## src/rtl/alu_32b.sv

```systemverilog
// alu_32b: single-cycle registered 32-bit ALU, 64-bit result, 16 opcodes.
// Every operation, including MUL and DIV, is computed combinationally from
// a, b and alu_sel, and the selected result is captured in one register.
// Optional feature: define ALU_DIV_EN to build the divider (opcode 3).
// Without it, opcode 3 returns zero and no divider logic exists.
module alu_32b (
  input  logic        clk,
  input  logic        rst,
  input  logic [31:0] a,
  input  logic [31:0] b,
  input  logic [3:0]  alu_sel,
  output logic [63:0] out
);

  typedef enum logic [3:0] {
    OP_ADD  = 4'd0,
    OP_SUB  = 4'd1,
    OP_MUL  = 4'd2,
    OP_DIV  = 4'd3,
    OP_AND  = 4'd4,
    OP_OR   = 4'd5,
    OP_XOR  = 4'd6,
    OP_NAND = 4'd7,
    OP_NOR  = 4'd8,
    OP_XNOR = 4'd9,
    OP_SLL  = 4'd10,
    OP_SRL  = 4'd11,
    OP_SRA  = 4'd12,
    OP_ROL  = 4'd13,
    OP_SLT  = 4'd14,
    OP_SLTU = 4'd15
  } alu_op_e;

  alu_op_e     op;
  logic [4:0]  sh;
  logic [32:0] add_r;
  logic [32:0] sub_r;
  logic [63:0] mul_r;
  logic [63:0] div_r;
  logic [31:0] sll_r;
  logic [31:0] srl_r;
  logic [31:0] sra_r;
  logic [63:0] rol_w;
  logic        slt_r;
  logic        sltu_r;
  logic [63:0] res;

  // All 16 encodings are named, so the cast can never produce an undefined value.
  assign op = alu_op_e'(alu_sel);
  assign sh = b[4:0];

  // Arithmetic: 33-bit add/sub keep carry and borrow in bit 32.
  always_comb begin
    add_r = {1'b0, a} + {1'b0, b};
    sub_r = {1'b0, a} - {1'b0, b};
    mul_r = {32'd0, a} * {32'd0, b};
  end

`ifdef ALU_DIV_EN
  // Divider: remainder high, quotient low; divide-by-zero returns {a, all-ones}.
  always_comb begin
    if (b == 32'd0) div_r = {a, 32'hFFFF_FFFF};
    else            div_r = {a % b, a / b};
  end
`else
  // Divider not built: opcode 3 yields zero.
  always_comb begin
    div_r = 64'd0;
  end
`endif

  // Shifts and rotate use only b[4:0]; rotate is the upper half of {a,a} shifted left.
  always_comb begin
    sll_r = a << sh;
    srl_r = a >> sh;
    sra_r = $unsigned($signed(a) >>> sh);
    rol_w = {a, a} << sh;
  end

  // Comparisons.
  always_comb begin
    slt_r  = $signed(a) < $signed(b);
    sltu_r = a < b;
  end

  // Result select; upper bits are zero unless the op defines them.
  always_comb begin
    res = 64'd0;
    case (op)
      OP_ADD:  res = {31'd0, add_r};
      OP_SUB:  res = {31'd0, sub_r};
      OP_MUL:  res = mul_r;
      OP_DIV:  res = div_r;
      OP_AND:  res = {32'd0, a & b};
      OP_OR:   res = {32'd0, a | b};
      OP_XOR:  res = {32'd0, a ^ b};
      OP_NAND: res = {32'd0, ~(a & b)};
      OP_NOR:  res = {32'd0, ~(a | b)};
      OP_XNOR: res = {32'd0, ~(a ^ b)};
      OP_SLL:  res = {32'd0, sll_r};
      OP_SRL:  res = {32'd0, srl_r};
      OP_SRA:  res = {32'd0, sra_r};
      OP_ROL:  res = {32'd0, rol_w[63:32]};
      OP_SLT:  res = {63'd0, slt_r};
      OP_SLTU: res = {63'd0, sltu_r};
      default: res = 64'd0;
    endcase
  end

  // Output register; async reset clears and holds it at zero.
  always_ff @(posedge clk or posedge rst) begin
    if (rst) out <= 64'd0;
    else     out <= res;
  end

endmodule

```

## config.mk

```make
export PLATFORM = sky130hd
export DESIGN_NAME = alu_32b
export DESIGN_NICKNAME = d
export VERILOG_FILES = /design/src/rtl/alu_32b.sv
export SDC_FILE = /design/constraint.sdc
export NUM_CORES = 2
export LEC_CHECK = 0
export ABC_AREA = 1
export BUFFER_PORTS_ARGS = -buffer_cell sky130_fd_sc_hd__buf_4
export CAP_MARGIN = 40
export CELL_PAD_IN_SITES_DETAIL_PLACEMENT = 0
export CELL_PAD_IN_SITES_GLOBAL_PLACEMENT = 2
export CORE_MARGIN = 1.5
export CORE_UTILIZATION = 41
export CTS_CLUSTER_SIZE = 12
export DETAILED_ROUTE_END_ITERATION = 6
export PLACE_DENSITY = 0.95
export SYNTH_ARGS = -nofsm -noshare
export SYNTH_HDL_FRONTEND = slang
export SYNTH_SLANG_ARGS = --single-unit
export TNS_END_PERCENT = 50
```

## constraint.sdc

```tcl
create_clock -name clk -period 3.15 [get_ports clk]
set_clock_uncertainty 0.05 [all_clocks]
set_input_delay 0.4725 -clock clk [delete_from_list [all_inputs] [get_ports clk]]
set_output_delay 0.4725 -clock clk [all_outputs]
set_load 0.02 [all_outputs]
```

# Word-level counts from Yosys, hierarchy flattened
# Index checks and enable logic that the tools add are counted.
[totals]
latch_bits = 0
output_inout_bits = 64
n_memories = 0
register_bits = 64
elab_cells = 33
input_bits = 70
romBits = 0
mem_bits_rw = 0
[op_classes]
muxes = 1
n_div = 0
reduce_logical = 1
n_shift = 4
eq_ne = 15
bitwise_logic = 6
add_sub_neg = 2
n_mul = 1
n_lt_le_gt_ge = 2
[ops]
columns = ["cell", "n"]
rows = [
  ["64-bit case mux with 16 select lines", 1],
  ["32-bit inverter", 3],
  ["32-bit < comparator", 2],
  ["32-bit by 32-bit multiplier with 64-bit output", 1],
  ["64-bit by 5-bit left shift with 64-bit output", 1],
  ["32-bit by 32-bit adder with 33-bit output", 1],
  ["32-bit by 32-bit subtractor with 33-bit output", 1],
  ["32-bit AND", 1],
  ["4-bit == test, second input constant", 8],
  ["32-bit OR", 1],
  ["32-bit by 5-bit left shift with 32-bit output", 1],
  ["32-bit by 5-bit >> shifter with 32-bit output", 1],
  ["32-bit by 5-bit >>> shifter with 32-bit output", 1],
  ["32-bit bitwise XOR", 1],
  ["4-bit by 3-bit == test with 1-bit output, second input constant", 4],
  ["4-bit by 2-bit == test with 1-bit output, second input constant", 2],
  ["4-bit by 1-bit == test with 1-bit output, second input constant", 1],
  ["4-bit logical NOT", 1],
]

# Depth between registers and ports, before layout
[logic_depth]
depth_word = 3
ltp_mapped = 33
ltp_nobuf = 31

# Worst setup path before layout
# Ideal clock, no wire load.
[synth_path]
path_kind = "input to register"
from = "in b[3]"
to = "reg out[40]"
stages = 30
n_path_buf = 4
setup_slack_ns = -3.807
required_time_ns = 2.983
arrival_time_ns = 6.790
setup_time_ns = 0.117
path_cell_list = "buf_2 buf_2 buf_1 buf_1 nand2_1 inv_1 fa_1 inv_1 fa_1 fa_1 fa_1 inv_1 fa_1 inv_1 fa_1 inv_1 fa_1 fa_1 ha_1 nand2_1 nor2_1 nand2_1 nor2_1 nand2_1 nand3_1 nand2_1 a21oi_1 nand2_1 nand2_1 nor2_1"
[synth_between]
elab_chain_cells = 2
[synth_rtl]
columns = ["element", "line", "text"]
rows = [
  ["start: declaration", "10", "input logic [31:0] b,"],
  ["32-bit by 32-bit multiplier with 64-bit output", "56", "mul_r = {32'd0, a} * {32'd0, b};"],
  ["64-bit case mux with 16 select lines", "89", "case (op)"],
  ["named net res[40]", "46", "logic [63:0] res;"],
  ["end signal: assignment", "113", "else out <= res;"],
  ["end: declaration", "12", "output logic [63:0] out"],
]
# The timed path passes the listed nets, and every way through them passes these cells.

# Worst setup path after layout
[layout_path]
from = "in a[18]"
to = "reg out[41]"
[layout_between]
elab_chain_cells = 2
[layout_rtl]
columns = ["element", "line", "text"]
rows = [
  ["start: declaration", "9", "input logic [31:0] a,"],
  ["32-bit by 32-bit multiplier with 64-bit output", "56", ""],
  ["64-bit case mux with 16 select lines", "89", ""],
  ["named net res[41]", "46", ""],
]
# The timed path passes the listed nets, and every way through them passes these cells.

==> impl_metrics.toml <==
[run_status]
status = "complete, but fails checks"
violations = "negative setup slack"

[layout]
largest_reg_flops = 64
top_register = "out"
final_cell_mix = "nand2_1, inv_1, buf_4, fa_1, nand3_1"
syn_to_final_growth_pct = 30.7
drive_gt1_share_pct = 23.2
final_common_cell = "nand2_1"
reg_top3 = "out x64"
final_util_pct = 54.1
fin_nets = 9335
final.fill_count = 11177

[global_route]
grt_usage_pct = 35.2
grt_max_degree = 73
first_global_vias = 51239
grt_first_pass_wirelength_um = 316000
overflow = 0
antenna_found_initial = 12

[timing]
fin_crit_sh_pct = 207
hold_ws_ns = 0.186
setup_ws_ns = -3.37
timing_hold_violations_final = 0
slew_headroom_pct = 43.3
slew_violations = 0
setup_viol = 61
worst_slew_pin_slew_ns = 0.843
rsz0062_at_grt = "yes"
max_freq_mhz = 153
period_needed_ns = 6.52
tns_ns = -186.47

[floorplanning]
io_pins = 134
num_rows = 125
dieArea_sq_um = 119000
die_w_um = 345
start_util_pct = 41.4
core_sq_um = 116000
fp.dieH_um = 345

[critical_path]
critPathBufInv = 8
crit_slowest_cell = "fa_2"
cp-start-kind = "primary input"
crit_path_end_kind = "flop"
critical_path_arrival_ns = 6.79
crit_type = "primary input to flop"
path_max_fanout = 6
critical-path-top-delay-family = "adder cells"
cp_common_cell = "fa_1"
critPathMaxStageDelay_ns = 0.65
required_ns = 3.41

[routing]
viasPerCell = 5.25
drt_first_pass_iters = 6
drtIter0Drc = 5112
ant_nets = 0
drc = 0
vias = 50071
drt_wl_total_um = 210000
wl_per_cell_um = 22.0

[clocking]
cts_root_buf = "clkbuf_16"
htree_levels = 3
cts_tree = "yes"
cts_hold_buffers = 0
cts_buffers = 9
clk_path_buf_depth = 2
cts.sinks = 64
cts.clk_slew.worst_paths_ns = 0.07

[synth]
synth_fp_nets = 8442
synth_edf_count = 0
ys_ff_latch = 64
synth.avg_cell_area_sq_um = 6.76
yosysSeqAreaShare_pct = 3.33
synthArstFlopShare_pct = 100
synth_cell_types = 50
synth_ff_type = "dfrtp_1"
synthesis.area_sq_um = 48100
syn_inst = 7113
synth-warning-count = 0

[min_path]
hold_class = "primary input to asynchronous set/reset pin"

[place]
place.gp.congestion = 1.11
place_hpwl_um = 175000
place_ws_ns = -4.19
port_buffers = 133

[run]
cap_violations = 0
Yosys cell counts, types with 6 or more instances:
library cell  count  share of area, %
xor2_1           11              0.20
o2111ai_1         6              0.11
inv_1          1856                14
nand2_1        1959                15
o21ai_0         162               1.7
o21bai_1         20              0.31
and2_1           10              0.13
nor4_1           14              0.18
dfrtp_1          64               3.3
o22ai_1          36              0.47
a21oi_1         236               2.5
nor2_1          394               3.1
o21a_1           12              0.19
buf_1            26              0.20
buf_4            13              0.20
nor3_1           35              0.36
fa_1            897                37
nand2_2          14              0.18
inv_2            12             0.094
o21ai_1          16              0.17
nand4_1          44              0.57
buf_6             7              0.16
clkbuf_1        216               1.7
nand3b_1          6             0.094
nand3_1         532               5.5
o211ai_1         17              0.27
buf_2            75              0.78
ha_1            362               9.4
final cells by class:
| type | instances | area, sq um | share of cell area [%] |
|---|---|---|---|
| antenna | 1 | 2.50 | 0.00398 |
| clock buffer | 10 | 239 | 0.380 |
| clock inverter | 6 | 82.6 | 0.131 |
| inverter | 1869 | 7030 | 11.2 |
| multi-input combinational | 4842 | 40800 | 65.0 |
| sequential | 64 | 1600 | 2.55 |
| tap | 1524 | 1910 | 3.03 |
| timing repair buffer | 1220 | 11200 | 17.8 |
worst max path at each step:
| stage | start | end | slack, ns | cells after the start |
|---|---|---|---|---|
| 2_1_floorplan | b[3] | out[37] | -3.31 | 29 |
| 3_3_place_gp | a[13] | out[41] | -4.20 | 26 |
| 3_5_place_dp | a[13] | out[41] | -4.19 | 26 |
| 4_1_cts | a[19] | out[40] | -3.35 | 28 |
| 5_1_grt | a[18] | out[31] | -3.56 | 26 |
| 6_report | a[18] | out[41] | -3.37 | 28 |
metrics by stage:
stage,cells,instance area [sq um]
6_report,9536,62900
5_1_grt,9536,62900
4_1_cts,9516,61800
3_5_place_dp,9427,58100
3_3_place_gp,9425,58100
2_1_floorplan,7113,48900
kinds of logic (layout without fill, tap and decap cells):
group | count (synthesis) | in the layout | share of synthesized area (%)
simple gates | 3033 | 3033 | 25.8
buf+inv | 2207 | 3105 | 17.6
fa+ha+maj | 1259 | 1259 | 46.8
compound gates | 534 | 534 | 6.12
flops | 64 | 64 | 3.33
xor+xnor | 16 | 16 | 0.291
other cells | 0 | 1 | 0
routing by layer:
layer  track usage, %  wire [um]  vias up
met1             46.8      84500    24600
met4             16.4      12000       18
met3             5.69      19200      472
li1                 -          -    22677
met2             56.0      93600     2304
met5                0        113        -
repair_timing:
action	CTS	global route
cloned	12	1
setup endpoints to repair	61	62
buffers inserted	67	22
resized for setup	615	280
hold endpoints to repair	0	0
pin swaps	222	162
Power is left out: the tool's default activity adds up to more than one toggle a clock period on the data nets, which glitch-free logic cannot reach.
